`config.mk`:
```
export PLATFORM = sky130hd
export DESIGN_NAME = framebuffer_line_fetcher_flat
export DESIGN_NICKNAME = d
export VERILOG_FILES = /design/src/rtl/framebuffer_line_fetcher_if.sv /design/src/rtl/framebuffer_line_fetcher.sv /design/src/flat_wrapper.sv
export SDC_FILE = /design/constraint.sdc
export NUM_CORES = 1
export LEC_CHECK = 0
export ABC_CLOCK_PERIOD_IN_PS = 13500
export CAP_MARGIN = 10
export CORE_MARGIN = 2
export CORE_UTILIZATION = 35
export CTS_CLUSTER_DIAMETER = 200
export CTS_CLUSTER_SIZE = 40
export DETAILED_ROUTE_END_ITERATION = 7
export DONT_BUFFER_PORTS = 1
export PLACE_DENSITY_LB_ADDON = 0.05
export RECOVER_POWER = 50
export SETUP_SLACK_MARGIN = 0.05
export SLEW_MARGIN = 20
export SYNTH_ARGS = -nofsm -noshare
export SYNTH_HDL_FRONTEND = slang
export SYNTH_SLANG_ARGS = --single-unit
```
`constraint.sdc`:
```
create_clock -name clk -period 13.5 [get_ports clk]
set_clock_uncertainty 0.2 [all_clocks]
set_input_delay 2.7 -clock clk [delete_from_list [all_inputs] [get_ports clk]]
set_output_delay 2.7 -clock clk [all_outputs]
set_load 0.02 [all_outputs]
```
`src/rtl/framebuffer_line_fetcher_if.sv`:
```
// rtl/framebuffer_line_fetcher_if.sv - RGB pixel type and PSRAM burst bus interface
//
// rgb_s        : 8-bit-per-channel pixel handed to the RGB->YUV stage.
// burst_bus_if : PSRAM controller command/read-data port.
//   master drives cmd_en, cmd, addr, wr_data, data_mask;
//   slave drives ready, rd_data, rd_data_valid; clk is shared.

package framebuffer_line_fetcher_pkg;
   typedef struct packed {
      logic [7:0] r;
      logic [7:0] g;
      logic [7:0] b;
   } rgb_s;
endpackage

interface burst_bus_if (
   input logic clk
);
   logic        ready;
   logic        cmd_en;
   logic        cmd;
   logic [20:0] addr;
   logic [63:0] wr_data;
   logic [7:0]  data_mask;
   logic [63:0] rd_data;
   logic        rd_data_valid;

   modport master (
      input  clk, ready, rd_data, rd_data_valid,
      output cmd_en, cmd, addr, wr_data, data_mask
   );

   modport slave (
      input  clk, cmd_en, cmd, addr, wr_data, data_mask,
      output ready, rd_data, rd_data_valid
   );
endinterface

```
`src/rtl/framebuffer_line_fetcher.sv`:
```
// rtl/framebuffer_line_fetcher.sv - fetch one RGB332 scanline from PSRAM and stream it as pixels
//
// Ports:
//   clk, rst_n              : clock, asynchronous active-low reset
//   mem                     : burst_bus_if master (read-only PSRAM port)
//   line_start, line_addr   : start-of-line pulse and byte address of the line
//   pixel, pixel_valid      : expanded pixel and its valid flag
//   pixel_ready             : consumer accepts the current pixel
//   underflow               : sticky, consumer wanted a pixel that was not there
//   busy                    : line still being fetched or a burst outstanding

module framebuffer_line_fetcher
   import framebuffer_line_fetcher_pkg::*;
#(
   parameter int BURST_WORDS = 4,
   parameter int FIFO_WORDS  = 16,
   parameter int LINE_PIXELS = 256
) (
   input  logic        clk,
   input  logic        rst_n,
   burst_bus_if.master mem,
   input  logic        line_start,
   input  logic [20:0] line_addr,
   output rgb_s        pixel,
   output logic        pixel_valid,
   input  logic        pixel_ready,
   output logic        underflow,
   output logic        busy
);
   localparam int N_CMDS = LINE_PIXELS / (8 * BURST_WORDS);
   localparam int CMD_W  = $clog2(N_CMDS + 1);
   localparam int BEAT_W = (BURST_WORDS > 1) ? $clog2(BURST_WORDS) : 1;
   localparam int AW     = $clog2(FIFO_WORDS);
   localparam int PW     = AW + 1;
   localparam int PIX_W  = $clog2(LINE_PIXELS + 1);
   localparam logic [20:0] ADDR_STEP = 21'(8 * BURST_WORDS);

   typedef enum logic [1:0] {IDLE, REQ, WAIT_DATA} state_t;
   state_t state, state_d;

   logic [20:0]       cur_addr, issue_addr, addr_q;
   logic [CMD_W-1:0]  cmds_left;
   logic [BEAT_W-1:0] beat_cnt;
   logic              discard, cmd_en_q, issue, underflow_q;
   logic [63:0]       fifo_mem [FIFO_WORDS];
   logic [PW-1:0]     wr_ptr, rd_ptr, fifo_count;
   logic [63:0]       sh_word;
   logic [3:0]        sh_cnt;
   logic [PIX_W-1:0]  pix_count;
   logic [7:0]        p;
   logic              space_ok, last_beat, accept, push, pop;

   assign fifo_count  = wr_ptr - rd_ptr;
   assign space_ok    = fifo_count <= PW'(FIFO_WORDS - BURST_WORDS);
   assign last_beat   = mem.rd_data_valid && (beat_cnt == BEAT_W'(BURST_WORDS - 1));
   assign pixel_valid = (sh_cnt != 4'd0);
   assign accept      = pixel_valid && pixel_ready;
   // Beats of a burst issued for an abandoned line, or arriving with line_start, are dropped.
   assign push        = (state == WAIT_DATA) && mem.rd_data_valid && !discard && !line_start;
   // Reload the shifter when empty, or while its last byte leaves, so words stream back to back.
   assign pop         = (fifo_count != '0) && ((sh_cnt == 4'd0) || ((sh_cnt == 4'd1) && accept));

   assign mem.cmd_en    = cmd_en_q;
   assign mem.addr      = addr_q;
   assign mem.cmd       = 1'b0;
   assign mem.wr_data   = '0;
   assign mem.data_mask = '0;
   assign underflow     = underflow_q;
   assign busy          = (state != IDLE);

   // A new line flushes the FIFO, so it always has room: the first command is
   // issued on the line_start edge itself when the controller is ready.
   always_comb begin
      state_d    = state;
      issue      = 1'b0;
      issue_addr = cur_addr;
      case (state)
         IDLE, REQ: begin
            if (line_start) begin
               issue_addr = line_addr;
               if (mem.ready) begin
                  issue   = 1'b1;
                  state_d = WAIT_DATA;
               end else begin
                  state_d = REQ;
               end
            end else if ((state == REQ) && mem.ready && space_ok) begin
               issue   = 1'b1;
               state_d = WAIT_DATA;
            end
         end
         WAIT_DATA: begin
            if (last_beat) begin
               if (line_start || discard || (cmds_left != '0)) state_d = REQ;
               else                                              state_d = IDLE;
            end
         end
         default: state_d = IDLE;
      endcase
   end

   always_ff @(posedge clk or negedge rst_n) begin
      if (!rst_n) state <= IDLE;
      else        state <= state_d;
   end

   always_ff @(posedge clk or negedge rst_n) begin
      if (!rst_n) begin
         cmd_en_q    <= 1'b0;
         addr_q      <= '0;
         cur_addr    <= '0;
         cmds_left   <= '0;
         beat_cnt    <= '0;
         discard     <= 1'b0;
         wr_ptr      <= '0;
         rd_ptr      <= '0;
         sh_word     <= '0;
         sh_cnt      <= '0;
         // Starting at a full count means "no line in progress": no underflow before the first line.
         pix_count   <= PIX_W'(LINE_PIXELS);
         underflow_q <= 1'b0;
      end else begin
         cmd_en_q <= issue;
         if (issue) begin
            addr_q    <= issue_addr;
            cur_addr  <= issue_addr + ADDR_STEP;
            cmds_left <= line_start ? CMD_W'(N_CMDS - 1) : cmds_left - CMD_W'(1);
         end else if (line_start) begin
            cur_addr  <= line_addr;
            cmds_left <= CMD_W'(N_CMDS);
         end

         if ((state == WAIT_DATA) && mem.rd_data_valid)
            beat_cnt <= last_beat ? '0 : beat_cnt + BEAT_W'(1);

         if (state == WAIT_DATA) begin
            if (last_beat)       discard <= 1'b0;
            else if (line_start) discard <= 1'b1;
         end

         if (line_start) begin
            wr_ptr      <= '0;
            rd_ptr      <= '0;
            sh_word     <= '0;
            sh_cnt      <= '0;
            pix_count   <= '0;
            underflow_q <= 1'b0;
         end else begin
            if (push) wr_ptr <= wr_ptr + PW'(1);
            if (pop) begin
               rd_ptr  <= rd_ptr + PW'(1);
               sh_word <= fifo_mem[rd_ptr[AW-1:0]];
               sh_cnt  <= 4'd8;
            end else if (accept) begin
               sh_word <= {8'h00, sh_word[63:8]};
               sh_cnt  <= sh_cnt - 4'd1;
            end
            if (accept) pix_count <= pix_count + PIX_W'(1);
            if (pixel_ready && !pixel_valid && (pix_count < PIX_W'(LINE_PIXELS)))
               underflow_q <= 1'b1;
         end
      end
   end

   always_ff @(posedge clk) begin
      if (push) fifo_mem[wr_ptr[AW-1:0]] <= mem.rd_data;
   end

   always_comb begin
      p       = sh_word[7:0];
      pixel.r = {p[7:5], p[7:5], p[7:6]};
      pixel.g = {p[4:2], p[4:2], p[4:3]};
      pixel.b = {p[1:0], p[1:0], p[1:0], p[1:0]};
   end
endmodule
```
`src/flat_wrapper.sv`:
```
// flat-port wrapper written by rule: the top's interface ports become plain ports
module framebuffer_line_fetcher_flat import framebuffer_line_fetcher_pkg::*;
#(
   parameter int BURST_WORDS = 4,
   parameter int FIFO_WORDS  = 16,
   parameter int LINE_PIXELS = 256
)
  (clk, rst_n, line_start, line_addr, pixel, pixel_valid, pixel_ready, underflow, busy, mem_ready, mem_rd_data, mem_rd_data_valid, mem_cmd_en, mem_cmd, mem_addr, mem_wr_data, mem_data_mask);
  burst_bus_if mem_i (.clk(clk));
  input  logic clk;
  input  logic rst_n;
  input  logic line_start;
  input  logic [20:0] line_addr;
  output rgb_s pixel;
  output logic pixel_valid;
  input  logic pixel_ready;
  output logic underflow;
  output logic busy;
  input wire logic [$bits(mem_i.ready)-1:0] mem_ready;
  input wire logic [$bits(mem_i.rd_data)-1:0] mem_rd_data;
  input wire logic [$bits(mem_i.rd_data_valid)-1:0] mem_rd_data_valid;
  output wire logic [$bits(mem_i.cmd_en)-1:0] mem_cmd_en;
  output wire logic [$bits(mem_i.cmd)-1:0] mem_cmd;
  output wire logic [$bits(mem_i.addr)-1:0] mem_addr;
  output wire logic [$bits(mem_i.wr_data)-1:0] mem_wr_data;
  output wire logic [$bits(mem_i.data_mask)-1:0] mem_data_mask;
  assign mem_i.ready = mem_ready;
  assign mem_i.rd_data = mem_rd_data;
  assign mem_i.rd_data_valid = mem_rd_data_valid;
  assign mem_cmd_en = mem_i.cmd_en;
  assign mem_cmd = mem_i.cmd;
  assign mem_addr = mem_i.addr;
  assign mem_wr_data = mem_i.wr_data;
  assign mem_data_mask = mem_i.data_mask;
  framebuffer_line_fetcher #(.BURST_WORDS(BURST_WORDS), .FIFO_WORDS(FIFO_WORDS), .LINE_PIXELS(LINE_PIXELS)) u_core (.clk(clk), .rst_n(rst_n), .mem(mem_i), .line_start(line_start), .line_addr(line_addr), .pixel(pixel), .pixel_valid(pixel_valid), .pixel_ready(pixel_ready), .underflow(underflow), .busy(busy));
endmodule
```
# After elaboration in Yosys (flattened, before gate mapping)
# Memory sizes are Yosys's and may differ from the RTL's.
# Index checks and enable logic that the tools add are counted.
[op_classes]
n_addsub = 8
order_cmp = 2
n_eq_ne = 6
n_mux = 35
reduce_logical = 33
[ops]
columns = ["op", "count"]
rows = [
  ["2-to-1 mux 64 bit", 3],
  ["2-to-1 mux 21 bit", 3],
  ["2-to-1 mux 4 bit", 6],
  ["adder 21 x 6 -> 21 bit (second input constant)", 1],
  ["2-to-1 mux 5 bit", 4],
  ["2-to-1 mux 9 bit", 2],
  ["nonzero test 2 bit", 7],
  ["logical AND 1 bit", 11],
  ["2-to-1 mux 1 bit", 11],
  ["adder 5 x 1 -> 5 bit (second input constant)", 2],
  ["2-to-1 mux 2 bit", 5],
  ["adder 9 x 1 -> 9 bit (second input constant)", 1],
  ["less-than comparator 9 bit (second input constant)", 1],
  ["nonzero test 4 bit", 2],
  ["subtractor 4 x 1 -> 4 bit (second input constant)", 2],
  ["less-or-equal comparator 5 x 4 -> 1 bit (second input constant)", 1],
  ["nonzero test 5 bit", 1],
  ["subtractor 5 bit", 1],
  ["== test 2 bit (second input constant)", 2],
  ["== test 4 x 1 -> 1 bit (second input constant)", 1],
  ["zero test 4 bit", 1],
  ["one-hot mux 2 bit (2 select lines)", 1],
  ["AND reduction 2 bit", 2],
  ["zero test 1 bit", 3],
  ["8 further kinds", 10],
]
[totals]
regBits = 140
ram_bits = 1024
input_bits = 91
output_inout_bits = 122
word_cells = 98
memories = 1
[mem_list]
columns = ["memory", "depth", "width", "read_ports", "rd_clocked_by_memory_dff", "wr", "line", "source"]
rows = [
  ["u_core.fifo_mem", 16, 64, 1, 0, 1, "framebuffer_line_fetcher.sv:45", "logic [63:0] fifo_mem [FIFO_WORDS];"],
]

# Depth between registers and ports, before layout
[depth]
ltp_word = 7
ltp_mapped = 15
mapped_depth_nobuf = 10

# Least setup slack after synthesis
# Ideal clock, no wire load.
[synth_timing]
path_kind = "input port to flip-flop"
start = "input line_start"
end = "memory u_core.fifo_mem[0][0] (enable)"
setup_time_ps = 565
arrival_ps = 7910
required_ps = 12735
setup_slack_ps = 4825
cell_stages = 6
path_buffers = 2
path_cell_list = "clkbuf_1 -> inv_1 -> clkbuf_1 -> and2_1 -> nand2_1 -> nor3_1"
[synth_between]
elab_chain_cells = 4
[synth_lines]
columns = ["element", "line", "source"]
rows = [
  ["from (decl)", "flat_wrapper.sv:12", "input logic line_start;"],
  ["zero test 1 bit", "framebuffer_line_fetcher.sv:59", "assign push = (state == WAIT_DATA) && mem.rd_data_valid && !discard && !line_start;"],
  ["logical AND 1 bit", "framebuffer_line_fetcher.sv:59", ""],
  ["2-to-1 mux 1 bit", "framebuffer_line_fetcher.sv:166", "if (push) fifo_mem[wr_ptr[AW-1:0]] <= mem.rd_data;"],
  ["2-to-1 mux 1 bit (not written as such)", "framebuffer_line_fetcher.sv:166", ""],
  ["to (decl)", "framebuffer_line_fetcher.sv:45", ""],
]
# Every way passes these cells.

# Worst setup path after layout
[layout_timing]
start = "register u_core.rd_ptr[3]"
end = "register u_core.sh_word[39]"
[layout_between]
elab_chain_cells = 5
word_cells_on_any_way = 7
cone_classes = "add/sub: 1; mux: 2; reduce/logical: 3; memory: 1"
[layout_lines]
columns = ["element", "line", "source"]
rows = [
  ["from (decl)", "framebuffer_line_fetcher.sv:46", "logic [PW-1:0] wr_ptr, rd_ptr, fifo_count;"],
  ["from (signal assigned)", "framebuffer_line_fetcher.sv:151", "rd_ptr <= rd_ptr + PW'(1);"],
  ["subtractor 5 bit", "framebuffer_line_fetcher.sv:53", "assign fifo_count = wr_ptr - rd_ptr;"],
  ["nonzero test 5 bit", "framebuffer_line_fetcher.sv:61", "assign pop = (fifo_count != '0) && ((sh_cnt == 4'd0) || ((sh_cnt == 4'd1) && accept));"],
  ["logical AND 1 bit", "framebuffer_line_fetcher.sv:61", ""],
  ["2-to-1 mux 64 bit", "framebuffer_line_fetcher.sv:150", "if (pop) begin"],
  ["2-to-1 mux 64 bit", "framebuffer_line_fetcher.sv:141", "if (line_start) begin"],
  ["to (signal assigned)", "framebuffer_line_fetcher.sv:152", "sh_word <= fifo_mem[rd_ptr[AW-1:0]];"],
  ["to (signal assigned)", "framebuffer_line_fetcher.sv:155", "sh_word <= {8'h00, sh_word[63:8]};"],
  ["to (decl)", "framebuffer_line_fetcher.sv:47", "logic [63:0] sh_word;"],
]
# Several ways; a longest one is shown, not always the timed one.
# A chain may end at the register's enable or synchronous reset.

==> flow_metrics.tcl <==
set metrics [dict create \
    hold_slack_ns 0.330 \
    gp_congestion 0.774 \
    crit_fanout 78 \
    rsz0062_at_grt "false" \
    yosys_most_used_dff "edfxtp_1" \
    cts_hold_buf 0 \
    path_clk_slew_ns 0.16 \
    wl_um 130000 \
    yosysMostFrequentCell "edfxtp_1" \
    vias 23200 \
    synth_xor_area_frac 0.00427 \
    yosys.area.top_type "edfxtp_1" \
    synth_common_cells "1024 x edfxtp_1, 412 x nand2_1, 264 x mux4_2" \
    area_growth_pct 5.37 \
    synth_async_sr_flop_share 0.120 \
    grt_first_pass_wirelength_um 186000 \
    report.final.setup_viol 0 \
    utilization 0.371 \
    arrival_ns 8.96 \
    maxSlewViolCount 207 \
    drive_above_1_share 0.146 \
    dpl.hpwl_um 78300 \
    powerDensity_mw_per_mm2 154 \
    cts_buffers 35 \
    regArea_mm2 0.0343 \
    synth_top_family_by_area "multiplexers" \
    cts_tree "yes" \
    wl_per_cell_um 29.7 \
    slew_headroom -1.70 \
    tightest_slew_ns 4.05 \
    cp-start-kind "flop" \
    cts_setup_buffers 0 \
    critPathKind "reg -> reg" \
    synth-simple-area-share 0.0634 \
    crit_required_ns 13.88 \
    clockBufferDepth 3 \
    ctsHtreeMaxLevel 2 \
    muxShareOfSynthArea 0.134 \
    die_area_mm2 0.137 \
    grt_max_degree 141 \
    ys_types 74 \
    placement.io_buffers 0 \
    cp-startpoint "u_core.rd_ptr[3]$_DFFE_PN0P_" \
    final_nets 2690 \
    finalCritPeriodShare 0.635 \
    synth_compound_area_frac 0.0320 \
    drtPass1Iterations 4 \
    p_leak_nw 15.3 \
    rows 134 \
    post_cts_resized 0 \
    ir_worst_vdd_mv 0.140 \
    hold_viol_final 0 \
    syn_avg_cell_area_um2 17.4 \
    synth_adder_area_share 0.00453 \
    cp-end-kind "flop" \
    synth_top_area_share 0.655 \
    ys_seq_area_frac 0.730 \
    r2r-start "u_core.rd_ptr[3]$_DFFE_PN0P_" \
    drcViolationCount 0 \
    clock_tree.root_cell "clkbuf_16" \
    hp-start "u_core.beat_cnt[0]$_DFFE_PN0P_" \
    antenna_found_initial 1 \
    antenna_left 0 \
    grt_pass1_vias 24000 \
    hold_class "reg -> reg" \
    grt_overflow_total 0 \
    synthCells 2693 \
    die_width_um 370 \
    vias_per_cell 5.30 \
    tns_ns 0 \
    start_util 0.352 \
    fill_cells 12300 \
    p_total_mw 7.60 \
    synth_area_mm2 0.0469 \
    violations "capacitance limit, slew limit" \
    fin_crit_ns 8.58 \
    status "finished, violations left" \
    maxCapViolCount 4 \
    synth_edf_count 1024 \
    yosys_warnings 0 \
    synth-seq-cells 1164 \
    cts_sinks 1164 \
    synth_area_leaders "edfxtp_1 66%, mux4_2 13%, dfrtp_1 7.4%, nand2_1 3.3%, buf_4 1.6%" \
    ios 213 \
    core-area_mm2 0.133 \
    first_iter_violations 1683 \
    insertion_delay_ns 0.66 \
    fmax_mhz 117 \
    multi_input_area_mm2 0.0115 \
    die_y_um 370 \
    grt_use_total 0.190 \
]
## through the flow
step	setup WS, ns	instances	cell area [um^2]
3_3_place_gp	7.62	4313	48400
4_1_cts	8.08	4377	49500
3_5_place_dp	7.57	4313	48400
6_report	4.92	4378	49400
5_1_grt	4.43	4377	49400
2_1_floorplan	4.83	2765	47200
## per-layer routing
| metal | wire, um | global-route usage | part of all wire |
|---|---|---|---|
| met1 | 55400 | 0.249 | 0.43 |
| met2 | 68400 | 0.342 | 0.53 |
| met3 | 4270 | 0.0221 | 0.033 |
| met4 | 1860 | 0.0318 | 0.014 |
| met5 | 0 | 0 | 0 |
## final timing paths
path,slack (ns),cells after the start,to
worst min register to register,0.33,1,u_core.beat_cnt[0]$_DFFE_PN0P_
worst max-delay path,4.92,9,u_core.sh_word[39]$_DFFE_PN0P_
min in group asynchronous,1.51,0,u_core.mem.addr[6]$_DFFE_PN0P_
worst min-delay path,0.33,1,u_core.beat_cnt[0]$_DFFE_PN0P_
worst max register to register,4.92,9,u_core.sh_word[39]$_DFFE_PN0P_
max in group asynchronous,11.27,0,u_core.sh_word[34]$_DFFE_PN0P_
## sequential cells by signal, summed over array words and instances (netlist names), 4 cells and up
register / cells
u_core.cmds_left: 4
u_core.cur_addr: 21
u_core.fifo_mem: 1024
u_core.mem.addr: 21
u_core.pix_count: 9
u_core.rd_ptr: 5
u_core.sh_cnt: 4
u_core.sh_word: 64
u_core.wr_ptr: 5
## cell type report
type | instances | share of cell area
Multi-Input combinational cell | 1323 | 0.233
Sequential cell | 1164 | 0.693
Timing Repair Buffer | 38 | 0.00580
Clock buffer | 61 | 0.0201
Inverter | 20 | 0.00159
Clock inverter | 3 | 0.00111
Antenna cell | 1 | 0.0000506
Tap cell | 1768 | 0.0447
## critical path, cell delays in order, from the launching register on
cell       delay (ns)
dfrtp_1          1.11
clkinv_1         0.16
clkbuf_1         2.84
ha_1             0.68
nor4b_1          0.37
o2111ai_1        0.23
nand2_1          1.32
buf_4            0.87
a21oi_1          0.23
a311oi_1         0.31
## kinds of logic (layout without fill, tap and decap cells)
| kind of cell | Yosys count | in the layout |
|---|---|---|
| AOI/OAI and AO/OA | 226 | 226 |
| xor gates and xnor gates | 22 | 22 |
| adders and majority gates | 17 | 17 |
| buffers and inverters | 278 | 122 |
| DFF | 1164 | 1164 |
| muxes | 293 | 293 |
| other | 1 | 74 |
| and+or+nand+nor | 692 | 692 |
## power breakdown
part           total (mW)  switching, mW  internal (mW)
Combinational        1.72           1.04          0.677
Sequential           4.28          0.221           4.06
Clock                1.60           1.08          0.524
## placed cells by master, fill, tap and decap left out, types with 6 or more instances in the layout
cell	count
nor2b_1	6
nand2b_1	9
nand2_1	411
nor2_4	12
xnor2_1	10
clkbuf_1	28
xor2_1	11
o21ai_0	19
inv_1	16
a31oi_1	11
buf_4	34
nand4_1	6
clkbuf_16	36
mux2_2	9
edfxtp_1	1024
nor2_1	64
nor3_1	8
or3_1	7
a311oi_1	56
mux4_2	264
ha_1	17
a211oi_1	7
and3_1	6
conb_1	73
a21oi_1	101
dfrtp_1	136
nand3_1	132
mux2i_1	15
Note: power is estimated with default switching activity, not from simulation.
